[src/rtl/dec8b10b_pkg.sv]
// Shared types, constants and sub-block decode tables for the multi-lane 8b/10b decoder.
package dec8b10b_pkg;

  typedef enum logic [1:0] {
    LOS  = 2'd0,
    ACQ  = 2'd1,
    SYNC = 2'd2
  } sync_state_e;

  localparam logic [9:0] K28_5_RDN = 10'h0FA;
  localparam logic [9:0] K28_5_RDP = 10'h305;
  localparam logic [7:0] K28_5_DEC = 8'hBC;

  typedef struct packed {
    logic [7:0] data;
    logic       k;
    logic       code_err;
    logic       disp_err;
  } lane_t;

  // abcdei -> {valid, is_k28, EDCBA}
  function automatic logic [6:0] dec6(input logic [5:0] s);
    logic [6:0] r;
    case (s)
      6'b100111, 6'b011000: r = {2'b10, 5'd0};
      6'b011101, 6'b100010: r = {2'b10, 5'd1};
      6'b101101, 6'b010010: r = {2'b10, 5'd2};
      6'b110001:            r = {2'b10, 5'd3};
      6'b110101, 6'b001010: r = {2'b10, 5'd4};
      6'b101001:            r = {2'b10, 5'd5};
      6'b011001:            r = {2'b10, 5'd6};
      6'b111000, 6'b000111: r = {2'b10, 5'd7};
      6'b111001, 6'b000110: r = {2'b10, 5'd8};
      6'b100101:            r = {2'b10, 5'd9};
      6'b010101:            r = {2'b10, 5'd10};
      6'b110100:            r = {2'b10, 5'd11};
      6'b001101:            r = {2'b10, 5'd12};
      6'b101100:            r = {2'b10, 5'd13};
      6'b011100:            r = {2'b10, 5'd14};
      6'b010111, 6'b101000: r = {2'b10, 5'd15};
      6'b011011, 6'b100100: r = {2'b10, 5'd16};
      6'b100011:            r = {2'b10, 5'd17};
      6'b010011:            r = {2'b10, 5'd18};
      6'b110010:            r = {2'b10, 5'd19};
      6'b001011:            r = {2'b10, 5'd20};
      6'b101010:            r = {2'b10, 5'd21};
      6'b011010:            r = {2'b10, 5'd22};
      6'b111010, 6'b000101: r = {2'b10, 5'd23};
      6'b110011, 6'b001100: r = {2'b10, 5'd24};
      6'b100110:            r = {2'b10, 5'd25};
      6'b010110:            r = {2'b10, 5'd26};
      6'b110110, 6'b001001: r = {2'b10, 5'd27};
      6'b001110:            r = {2'b10, 5'd28};
      6'b101110, 6'b010001: r = {2'b10, 5'd29};
      6'b011110, 6'b100001: r = {2'b10, 5'd30};
      6'b101011, 6'b010100: r = {2'b10, 5'd31};
      6'b001111, 6'b110000: r = {2'b11, 5'd28};
      default:              r = 7'd0;
    endcase
    return r;
  endfunction

  // fghj -> {valid, HGF}
  function automatic logic [3:0] dec4(input logic [3:0] f);
    logic [3:0] r;
    case (f)
      4'b1011, 4'b0100:                   r = {1'b1, 3'd0};
      4'b1001:                            r = {1'b1, 3'd1};
      4'b0101:                            r = {1'b1, 3'd2};
      4'b1100, 4'b0011:                   r = {1'b1, 3'd3};
      4'b1101, 4'b0010:                   r = {1'b1, 3'd4};
      4'b1010:                            r = {1'b1, 3'd5};
      4'b0110:                            r = {1'b1, 3'd6};
      4'b1110, 4'b0001, 4'b0111, 4'b1000: r = {1'b1, 3'd7};
      default:                            r = 4'd0;
    endcase
    return r;
  endfunction

endpackage

[src/rtl/dec8b10b_lanes_sym.sv]
// Combinational single code-group decoder: 10b + entry disparity -> byte, K flag, errors, exit disparity.
module dec8b10b_sym
  import dec8b10b_pkg::*;
(
  input  logic [9:0] code_i,
  input  logic       rd_i,
  output lane_t      lane_o,
  output logic       rd_o
);

  logic [5:0] six;
  logic [3:0] four, four_eff;
  logic [6:0] d6;
  logic [3:0] d4;
  logic [2:0] ones6, ones4;
  logic [3:0] ones10;
  logic       k28, k28_ok, a7_form, k_alt, a7_data, run5;
  logic       r6p, r6n, r4p, r4n, rd6, cerr;

  always_comb begin
    six      = code_i[9:4];
    four     = code_i[3:0];
    d6       = dec6(six);
    k28      = d6[5];
    // K28 with the RD+ 6b block carries its 4b block complemented
    four_eff = (k28 && six == 6'b110000) ? ~four : four;
    d4       = dec4(four_eff);

    ones6  = '0;
    ones4  = '0;
    ones10 = '0;
    for (int i = 0; i < 6; i++) ones6 = ones6 + 3'(six[i]);
    for (int i = 0; i < 4; i++) ones4 = ones4 + 3'(four[i]);
    for (int i = 0; i < 10; i++) ones10 = ones10 + 4'(code_i[i]);

    run5 = 1'b0;
    for (int i = 0; i <= 5; i++)
      if (code_i[i +: 5] == 5'b11111 || code_i[i +: 5] == 5'b00000) run5 = 1'b1;

    k28_ok = four_eff inside {4'b0100, 4'b1001, 4'b0101, 4'b0011,
                              4'b0010, 4'b1010, 4'b0110, 4'b1000};
    a7_form = (four == 4'b1000) || (four == 4'b0111);
    k_alt   = (four == 4'b1000 && six inside {6'b111010, 6'b110110, 6'b101110, 6'b011110}) ||
              (four == 4'b0111 && six inside {6'b000101, 6'b001001, 6'b010001, 6'b100001});
    a7_data = (four == 4'b1000 && six inside {6'b110100, 6'b101100, 6'b011100}) ||
              (four == 4'b0111 && six inside {6'b100011, 6'b010011, 6'b001011});

    // unlisted 6b blocks and 0000/1111 also cover the magnitude >= 4 cases
    cerr = !d6[6] || !d4[3] || (ones10 < 4'd4) || (ones10 > 4'd6) ||
           (k28 ? !k28_ok : ((a7_form && !k_alt && !a7_data) || run5));

    r6p  = (ones6 == 3'd4);
    r6n  = (ones6 == 3'd2);
    rd6  = (r6p || r6n) ? !rd_i : rd_i;
    r4p  = (ones4 == 3'd3);
    r4n  = (ones4 == 3'd1);
    rd_o = (r4p || r4n) ? !rd6 : rd6;

    lane_o.data     = {d4[2:0], d6[4:0]};
    lane_o.k        = (k28 || k_alt) && !cerr;
    lane_o.code_err = cerr;
    lane_o.disp_err = (r6p && rd_i) || (r6n && !rd_i) || (r4p && rd6) || (r4n && !rd6);
  end

endmodule

[src/rtl/dec8b10b_lanes.sv]
// Registered LANES-wide 8b/10b decoder with chained disparity and comma word-sync.
// Optional saturating error counter enabled by DEC8B10B_ERR_CNT_EN.
//   state | meaning
//   LOS   | no alignment, waiting for a good comma word
//   ACQ   | counting consecutive good comma words
//   SYNC  | aligned; bad words drain a credit repaid by good runs
module dec8b10b_lanes
  import dec8b10b_pkg::*;
#(
  parameter int LANES       = 2,
  parameter int SYNC_COMMAS = 3,
  parameter int ERR_THRESH  = 4,
  parameter int GOOD_RUN    = 4,
  parameter int CNT_W       = 16
) (
  input  logic                 clk,
  input  logic                 reset,
  input  logic                 in_valid,
  input  logic [10*LANES-1:0]  in_data,
  output logic                 out_valid,
  output logic [8*LANES-1:0]   out_data,
  output logic [LANES-1:0]     out_k,
  output logic [LANES-1:0]     code_err,
  output logic [LANES-1:0]     disp_err,
  output logic                 rd_out,
  output logic                 sync,
  output logic [CNT_W-1:0]     err_cnt,
  input  logic                 err_cnt_clr
);

  localparam int CC_W = $clog2(SYNC_COMMAS + 1);
  localparam int BC_W = $clog2(ERR_THRESH + 1);
  localparam int GC_W = $clog2(GOOD_RUN + 1);
  localparam logic [CC_W-1:0] CC_TGT = CC_W'(SYNC_COMMAS);
  localparam logic [BC_W-1:0] BC_TGT = BC_W'(ERR_THRESH);
  localparam logic [GC_W-1:0] GC_TGT = GC_W'(GOOD_RUN);

  logic [LANES:0]         rd_chain;
  lane_t                  lane_d [LANES];
  logic                   rd_q, out_valid_q;
  logic [8*LANES-1:0]     out_data_q;
  logic [LANES-1:0]       out_k_q, code_err_q, disp_err_q, lane_bad;
  logic                   word_comma, word_bad, good_comma;
  sync_state_e            state_q;
  logic                   sync_q;
  logic [CC_W-1:0]        comma_cnt_q, comma_inc;
  logic [BC_W-1:0]        bad_cnt_q, bad_inc;
  logic [GC_W-1:0]        good_cnt_q, good_inc;

  assign rd_chain[0] = rd_q;

  for (genvar g = 0; g < LANES; g++) begin : g_lane
    dec8b10b_sym u_sym (
      .code_i (in_data[10*g +: 10]),
      .rd_i   (rd_chain[g]),
      .lane_o (lane_d[g]),
      .rd_o   (rd_chain[g+1])
    );
  end

  always_ff @(posedge clk or negedge reset) begin
    if (!reset) begin
      out_valid_q <= 1'b0;
      rd_q        <= 1'b0;
      out_data_q  <= '0;
      out_k_q     <= '0;
      code_err_q  <= '0;
      disp_err_q  <= '0;
    end else begin
      out_valid_q <= in_valid;
      if (in_valid) begin
        rd_q <= rd_chain[LANES];
        for (int n = 0; n < LANES; n++) begin
          out_data_q[8*n +: 8] <= lane_d[n].data;
          out_k_q[n]           <= lane_d[n].k;
          code_err_q[n]        <= lane_d[n].code_err;
          disp_err_q[n]        <= lane_d[n].disp_err;
        end
      end
    end
  end

  always_comb begin
    word_comma = 1'b0;
    for (int n = 0; n < LANES; n++)
      if (out_k_q[n] && out_data_q[8*n +: 8] == K28_5_DEC && !code_err_q[n] && !disp_err_q[n])
        word_comma = 1'b1;
  end

  assign lane_bad   = code_err_q | disp_err_q;
  assign word_bad   = |lane_bad;
  assign good_comma = word_comma && !word_bad;
  assign comma_inc  = comma_cnt_q + CC_W'(1);
  assign bad_inc    = bad_cnt_q + BC_W'(1);
  assign good_inc   = good_cnt_q + GC_W'(1);

  always_ff @(posedge clk or negedge reset) begin
    if (!reset) begin
      state_q     <= LOS;
      sync_q      <= 1'b0;
      comma_cnt_q <= '0;
      bad_cnt_q   <= '0;
      good_cnt_q  <= '0;
    end else if (out_valid_q) begin
      case (state_q)
        LOS: if (good_comma) begin
          comma_cnt_q <= CC_W'(1);
          bad_cnt_q   <= '0;
          good_cnt_q  <= '0;
          if (CC_TGT <= CC_W'(1)) begin
            state_q <= SYNC;
            sync_q  <= 1'b1;
          end else begin
            state_q <= ACQ;
          end
        end
        ACQ: if (word_bad) begin
          state_q     <= LOS;
          comma_cnt_q <= '0;
        end else if (word_comma) begin
          comma_cnt_q <= comma_inc;
          if (comma_inc == CC_TGT) begin
            state_q    <= SYNC;
            sync_q     <= 1'b1;
            bad_cnt_q  <= '0;
            good_cnt_q <= '0;
          end
        end
        SYNC: if (word_bad) begin
          good_cnt_q <= '0;
          if (bad_inc == BC_TGT) begin
            state_q     <= LOS;
            sync_q      <= 1'b0;
            bad_cnt_q   <= '0;
            comma_cnt_q <= '0;
          end else begin
            bad_cnt_q <= bad_inc;
          end
        end else if (bad_cnt_q != '0) begin
          if (good_inc == GC_TGT) begin
            bad_cnt_q  <= bad_cnt_q - BC_W'(1);
            good_cnt_q <= '0;
          end else begin
            good_cnt_q <= good_inc;
          end
        end
        default: begin
          state_q <= LOS;
          sync_q  <= 1'b0;
        end
      endcase
    end
  end

`ifdef DEC8B10B_ERR_CNT_EN
  logic [CNT_W-1:0] err_cnt_q, err_cnt_d, err_pop;
  logic [CNT_W:0]   err_sum;

  always_comb begin
    err_pop = '0;
    for (int n = 0; n < LANES; n++) err_pop = err_pop + CNT_W'(lane_bad[n]);
    err_sum   = {1'b0, err_cnt_q} + {1'b0, err_pop};
    err_cnt_d = err_cnt_q;
    if (err_cnt_clr)      err_cnt_d = '0;
    else if (out_valid_q) err_cnt_d = err_sum[CNT_W] ? '1 : err_sum[CNT_W-1:0];
  end

  always_ff @(posedge clk or negedge reset) begin
    if (!reset) err_cnt_q <= '0;
    else        err_cnt_q <= err_cnt_d;
  end

  assign err_cnt = err_cnt_q;
`else
  logic unused_clr;
  assign unused_clr = err_cnt_clr;
  assign err_cnt    = '0;
`endif

  assign out_valid = out_valid_q;
  assign out_data  = out_data_q;
  assign out_k     = out_k_q;
  assign code_err  = code_err_q;
  assign disp_err  = disp_err_q;
  assign rd_out    = rd_q;
  assign sync      = sync_q;

endmodule

[config.mk]
export PLATFORM = sky130hd
export DESIGN_NAME = dec8b10b_lanes
export DESIGN_NICKNAME = d
export VERILOG_FILES = /design/src/rtl/dec8b10b_pkg.sv /design/src/rtl/dec8b10b_lanes_sym.sv /design/src/rtl/dec8b10b_lanes.sv
export SDC_FILE = /design/constraint.sdc
export NUM_CORES = 1
export LEC_CHECK = 0
export BUFFER_PORTS_ARGS = -buffer_cell sky130_fd_sc_hd__buf_2
export CAP_MARGIN = 20
export CELL_PAD_IN_SITES_DETAIL_PLACEMENT = 1
export CELL_PAD_IN_SITES_GLOBAL_PLACEMENT = 1
export CORE_MARGIN = 2
export CORE_UTILIZATION = 45
export DETAILED_ROUTE_END_ITERATION = 7
export GPL_TIMING_DRIVEN = 0
export PLACE_DENSITY = 0.9
export REMOVE_ABC_BUFFERS = 1
export SLEW_MARGIN = 20
export SYNTH_ARGS = -nofsm -noshare
export SYNTH_HDL_FRONTEND = slang
export SYNTH_SLANG_ARGS = --single-unit
[constraint.sdc]
create_clock -name clk -period 2.35 [get_ports clk]
set_clock_uncertainty 0.1 [all_clocks]
set_input_delay 0.1175 -clock clk [delete_from_list [all_inputs] [get_ports clk]]
set_output_delay 0.1175 -clock clk [all_outputs]
set_load 0.02 [all_outputs]
# After elaboration in Yosys (flattened, before gate mapping)

Memories as Yosys holds them, arrays and structs flattened.
Cells that the tools add are included.

Input bits: 24
Flip-flop bits (word level): 35
Logic and storage cells: 322
Memories: 4
Memory bits (read-only): 1,024
Output and inout port bits: 41

Memories:

| memory          | depth | bits a word | read ports | clocked after Yosys merged registers in | write ports | RTL line           | RTL |
|---|---|---|---|---|---|---|---|
| (no name shown) | 64    | 7           | 1          | 0                                       | 0           | dec8b10b_pkg.sv:24 | `case (s)` |
| (no name shown) | 64    | 7           | 1          | 0                                       | 0           | dec8b10b_pkg.sv:24 |  |
| (no name shown) | 16    | 4           | 1          | 0                                       | 0           | dec8b10b_pkg.sv:66 | `case (f)` |
| (no name shown) | 16    | 4           | 1          | 0                                       | 0           | dec8b10b_pkg.sv:66 |  |

Reductions and logical operators: 123
Add/subtract/negate cells: 38
Bitwise gates (word level): 4
Multiplexer cells: 51
Magnitude comparators: 4
Equal/unequal tests: 87

Operator list:

| cell               | number |
|---|---|
| $eq 6x6->1 const B | 16 |
| $add 4x1->4        | 16 |
| $eq 5x5->1 const B | 12 |
| $logic_not 5->1    | 12 |
| $eq 6x5->1 const B | 8 |
| $logic_or 1x1->1   | 40 |
| $add 3x1->3        | 12 |
| $mux 3             | 11 |
| $eq 4x3->1 const B | 8 |
| $eq 4x4->1 const B | 8 |
| $logic_and 1x1->1  | 31 |
| $mux 1             | 25 |
| $eq 6x4->1 const B | 4 |
| $logic_not 1->1    | 21 |
| $pmux 3 s3         | 2 |
| $reduce_bool 3->1  | 6 |
| $eq 4x2->1 const B | 4 |
| $eq 8x8->1 const B | 2 |
| $mux 2             | 8 |
| $reduce_bool 4->1  | 4 |
| $reduce_bool 8->1  | 2 |
| $reduce_and 7->1   | 2 |
| $add 1x1->2        | 6 |
| $eq 3x2->1 const B | 4 |
| other kinds (22)   | 43 |

# Logic depth before layout (Yosys ltp)

Word-level depth: 15
Depth in mapped cells: 16

# By module

A second synthesis with hierarchy kept.

Cells, all modules: 660
Area total of the unflattened synthesis: 5,461.5 um^2

By module, submodules not included:

| module                          | seq. area each (um^2) | cells each | area an instance (um^2) | times used |
|---|---|---|---|---|
| dec8b10b_lanes                  | 875.8                 | 164        | 1,918.1                 | 1 |
| dec8b10b_sym at g_lane[1].u_sym | 0.0                   | 243        | 1,783.0                 | 1 |
| dec8b10b_sym at g_lane[0].u_sym | 0.0                   | 253        | 1,760.4                 | 1 |

# Worst setup path after synthesis

Ideal clock, no wire load.

Path kind: input-to-reg
From: in in_data[12]
To: reg out_k_q[1], in the netlist out_k[1]
Data required time: 2.175 ns
Arrival: 3.978 ns
Slack: -1.803 ns
Library setup time: 0.075 ns
Stages on the path: 15
Buffers on the path: 1
Cells stage by stage: clkbuf_1 -> inv_1 -> fa_1 -> fa_1 -> fa_1 -> inv_1 -> fa_1 -> inv_1 -> fa_1 -> nand2b_1 -> nand4b_1 -> a2111oi_0 -> o2111ai_1 -> or4_1 -> o2bb2ai_2

Word-level cells in the longest chain between the ends: 14
Elaborated cells on any way between the ends: 61

RTL lines:

| element                         | RTL line                 | RTL |
|---|---|---|
| from (decl)                     | dec8b10b_lanes.sv:19     | `input logic [10*LANES-1:0] in_data,` |
| $add 4x1->4 (8 in series)       | dec8b10b_lanes_sym.sv:34 | `for (int i = 0; i < 10; i++) ones10 = ones10 + 4'(code_i[i]);` |
| $lt 4x3->1                      | dec8b10b_lanes_sym.sv:49 | `cerr = !d6[6] \|\| !d4[3] \|\| (ones10 < 4'd4) \|\| (ones10 > 4'd6) \|\|` |
| $logic_or 1x1->1 (3 in series)  | dec8b10b_lanes_sym.sv:49 |  |
| $logic_not 1->1                 | dec8b10b_lanes_sym.sv:60 | `lane_o.k = (k28 \|\| k_alt) && !cerr;` |
| $logic_and 1x1->1 (*)           | dec8b10b_lanes_sym.sv:60 |  |
| to (signal, indexed assignment) | dec8b10b_lanes.sv:75     | `out_k_q[n] <= lane_d[n].k;` |
| to (decl)                       | dec8b10b_lanes.sv:42     | `logic [LANES-1:0] out_k_q, code_err_q, disp_err_q, lane_bad;` |

Mark *: on every way between the ends. The rest lies on a longest branch, timed or not.
A chain may end at the register's enable or synchronous reset.

# Worst setup path in the final report

From: in in_data[11]
To: reg out_k_q[1], in the netlist out_k[1]

Word-level cells in the longest chain between the ends: 15
Elaborated cells on any way between the ends: 59

RTL lines:

| element                        | RTL line |
|---|---|
| $add 1x1->2                    | dec8b10b_lanes_sym.sv:34 |
| $add 4x1->4 (8 in series)      | dec8b10b_lanes_sym.sv:34 |
| $lt 4x3->1                     | dec8b10b_lanes_sym.sv:49 |
| $logic_or 1x1->1 (3 in series) | dec8b10b_lanes_sym.sv:49 |
| $logic_not 1->1                | dec8b10b_lanes_sym.sv:60 |
| $logic_and 1x1->1 (*)          | dec8b10b_lanes_sym.sv:60 |

Marked as above.

==> metrics.yaml <==
final.setup.tns_ns: -9.90
die_area_sq_mm: 0.0124
synth_edf_count: 0
synth_seq_cells: 35
insertion_delay_ns: 0.30
worstPathRequired_ns: 2.47
path_buf_inv: 5
seq_area_frac_synth_pct: 16.8
finalHoldViolations: 0
drt-total-wl_microns: 22600
clock_sinks: 35
netlist_area_sq_mm: 0.00520
fp.dieH_microns: 111
start_util_pct: 45.7
first_pass_iters: 5
multiInputGateArea_sq_mm: 0.00426
cp.arrival_ns: 4.33
cts_max_level: 2
hold_path.class: "input pin to register"
rsz0062_at_grt: "true"
crit_top_cell: "fa_1"
failed_checks: "negative setup slack"
synth_most_common_cell: "inv_1"
synthDominantCellAreaShare_pct: 16.8
clkSlewWorstSetupHoldPaths_ns: 0.07
cts_root_buf: "clkbuf_16"
finalMaxSlewViolations: 0
nets: 816
grt_max_degree: 36
globalRouteOverflowTotal: 0
crit_family: "adder cells"
fillers: 1353
hpwl_microns: 11800
final-seq-area_sq_um: 881
num_rows: 39
timing.final.ws_setup_ns: -1.86
grt_pass1_wl_microns: 32000
crit_path_max_incr_delay_ns: 0.57
yosysWarnings: 0
num_vias: 5828
core_area_sq_mm: 0.0114
drive_above_1_share_pct: 26.9
p_leak_nw: 2.74
grt_pass1_vias: 5799
synth.top_cells.by_count: "inv_1, nand2_1, ha_1, a21oi_1, nor2_1"
netlist_instances: 651
synth_flop_cell: "dfrtp_1"
worst_setup_path_end_kind: "register"
place_congestion: 0.928
slew_headroom_pct: 44.3
globalRouteTotalUtil_pct: 31.6
antenna_found_initial: 0
syn_to_final_growth_pct: 25.1
worst_slew_pin_slew_ns: 0.835
worst_setup_path_start_kind: "input pin"
period_share_pct: 179
portBuffers: 47
worstPathMaxFanout: 2
drtIter0Drc: 735
synthTopCellsByArea: "dfrtp_1, ha_1, fa_1"
ant_nets: 0
clock_path_buffers: 2
synth_async_sr_flop_share_pct: 100
outcome: "finished with violations"
final-setup-viol-count: 11
post-route-min-period_ns: 4.21
die_w_microns: 111
vias_per_cell: 6.75
fin_util_pct: 57.2
yosysUniqueCellTypes: 81
drcViolationCount: 0
cts_tree: "yes"
routedWlPerCell_microns: 26.1
crit_path_cell_trace: "buf_8, inv_6, ha_4, inv_2, fa_1, fa_1, fa_1, inv_2, fa_2, inv_2, fa_1, nand2b_4, nand4b_1, a2111oi_4, o2111ai_2, or4_4, o2bb2ai_4"
cap_violations: 0
fmax_mhz: 238
critical_path_class: "input pin to register"
powerDensity_mw_per_mm2: 541
io-pin-count: 65
cts_inserted_buffers: 5
syn_avg_cell_area_sq_um: 7.99
diodes: 0
vdd_ir_drop_max_uv: 332
yosysTopAreaCell: "dfrtp_1"
crit_slowest_cell: "fa_1"
## state kept, by name (all words and copies together), names as in the netlist
name and flops:
good_cnt_q 3, out_k 2, comma_cnt_q 2, out_data 16, state_q 2, disp_err 2
out_valid 1, rd_out 1, bad_cnt_q 3, sync 1, code_err 2
## worst paths after layout
kind / from / end / slack, ns / depth (start not counted)
max reg2reg: out_k[1]$_DFFE_PN0P_ / comma_cnt_q[0]$_DFFE_PN0P_ / 0.02 / 6
max in group asynchronous: reset / code_err[1]$_DFFE_PN0P_ / 1.21 / 2
max: in_data[11] / out_k[1]$_DFFE_PN0P_ / -1.86 / 17
min: in_data[12] / out_data[14]$_DFFE_PN0P_ / 0.23 / 3
min in group asynchronous: reset / bad_cnt_q[2]$_DFFE_PN0P_ / 0.36 / 2
min reg2reg: bad_cnt_q[0]$_DFFE_PN0P_ / bad_cnt_q[0]$_DFFE_PN0P_ / 0.42 / 1
## metrics by stage
step	hold slack (ns)	area (sq um)	worst slack, ns	power, W	cells
finish	0.232	6510	-1.86	0.00352	863
detailed placement	0.144	5420	-2.33	0.00213	809
floorplan	-0.278	5010	-1.75	0.00168	619
CTS	0.205	6150	-1.68	0.00313	843
global placement	0.130	5420	-2.20	0.00203	809
global route	0.236	6510	-2.03	0.00366	863
## worst register-to-register path, stage by stage, from the launching register on
cell     delay (ns)
dfrtp_1        0.51
or4b_4         0.52
nor4_4         0.23
o21ai_2        0.14
a21oi_2        0.19
o21a_1         0.18
mux2_1         0.34
## cell type report
type,count,area share (%)
Clock inverter,3,0.673
Multi-Input combinational cell,520,65.5
Tap cell,143,2.75
Inverter,64,4.60
Timing Repair Buffer,93,11.0
Sequential cell,35,13.5
Clock buffer,5,1.92
## cell usage in the layout, fill, tap and decap left out, types with 6 or more instances in the layout
| cell type | netlist | layout |
|---|---|---|
| nand2_1 | 55 | 55 |
| buf_4 | 17 | 44 |
| ha_1 | 53 | 43 |
| a21oi_1 | 44 | 41 |
| inv_1 | 61 | 39 |
| nor2_1 | 41 | 39 |
| o21ai_0 | 38 | 38 |
| buf_2 | 6 | 33 |
| dfrtp_1 | 35 | 31 |
| conb_1 | 1 | 16 |
| nor3_1 | 15 | 15 |
| nand3_1 | 17 | 15 |
| fa_1 | 20 | 15 |
| mux2i_1 | 13 | 13 |
| inv_2 | 3 | 12 |
| nor2b_1 | 13 | 12 |
| nand2b_1 | 13 | 11 |
| a31oi_1 | 11 | 11 |
| o22ai_1 | 9 | 9 |
| o21ai_1 | 9 | 8 |
| xor2_1 | 8 | 8 |
| ha_4 | 0 | 8 |
| o211ai_1 | 7 | 7 |
| a211oi_1 | 11 | 7 |
| a221oi_1 | 7 | 6 |
| buf_6 | 0 | 6 |
## metal layers
metal | wire [microns] | vias to the layer above | part of all wire (%) | GRT usage [%]
met2 | 11000 | 356 | 49 | 54.2
met3 | 1880 | 104 | 8.3 | 5.93
met4 | 1110 | 0 | 4.9 | 10.5
met1 | 8610 | 2912 | 38 | 40.2
met5 | 0 | - | 0 | 0
li1 | - | 2456 | - | -
## where the power goes
group          total (W)  switching (W)  internal (W)
registers       0.000784       0.000103      0.000681
logic            0.00194        0.00115      0.000786
clock network   0.000798       0.000297      0.000501
## cell families after synthesis
group	count (synthesis)	share of synthesized area, %
XOR/XNOR	17	3.13
multiplexers	23	5.17
AO/OA/AOI/OAI	201	25.8
adder cells (fa/ha/maj)	74	20.6
flip-flops	35	16.8
AND/OR/NAND/NOR	189	18.9
buffers and inverters	111	9.38
other	1	0.0721
## repair_timing
item	in CTS	in global routing
gates resized for setup	108	37
pin swaps	35	26
setup buffers	25	20
gates cloned	0	0
endpoints found under the setup margin	19	20
endpoints found under the hold margin	35	0
hold buffers	1	0
No activity file was read; power rests on OpenSTA's default activity.
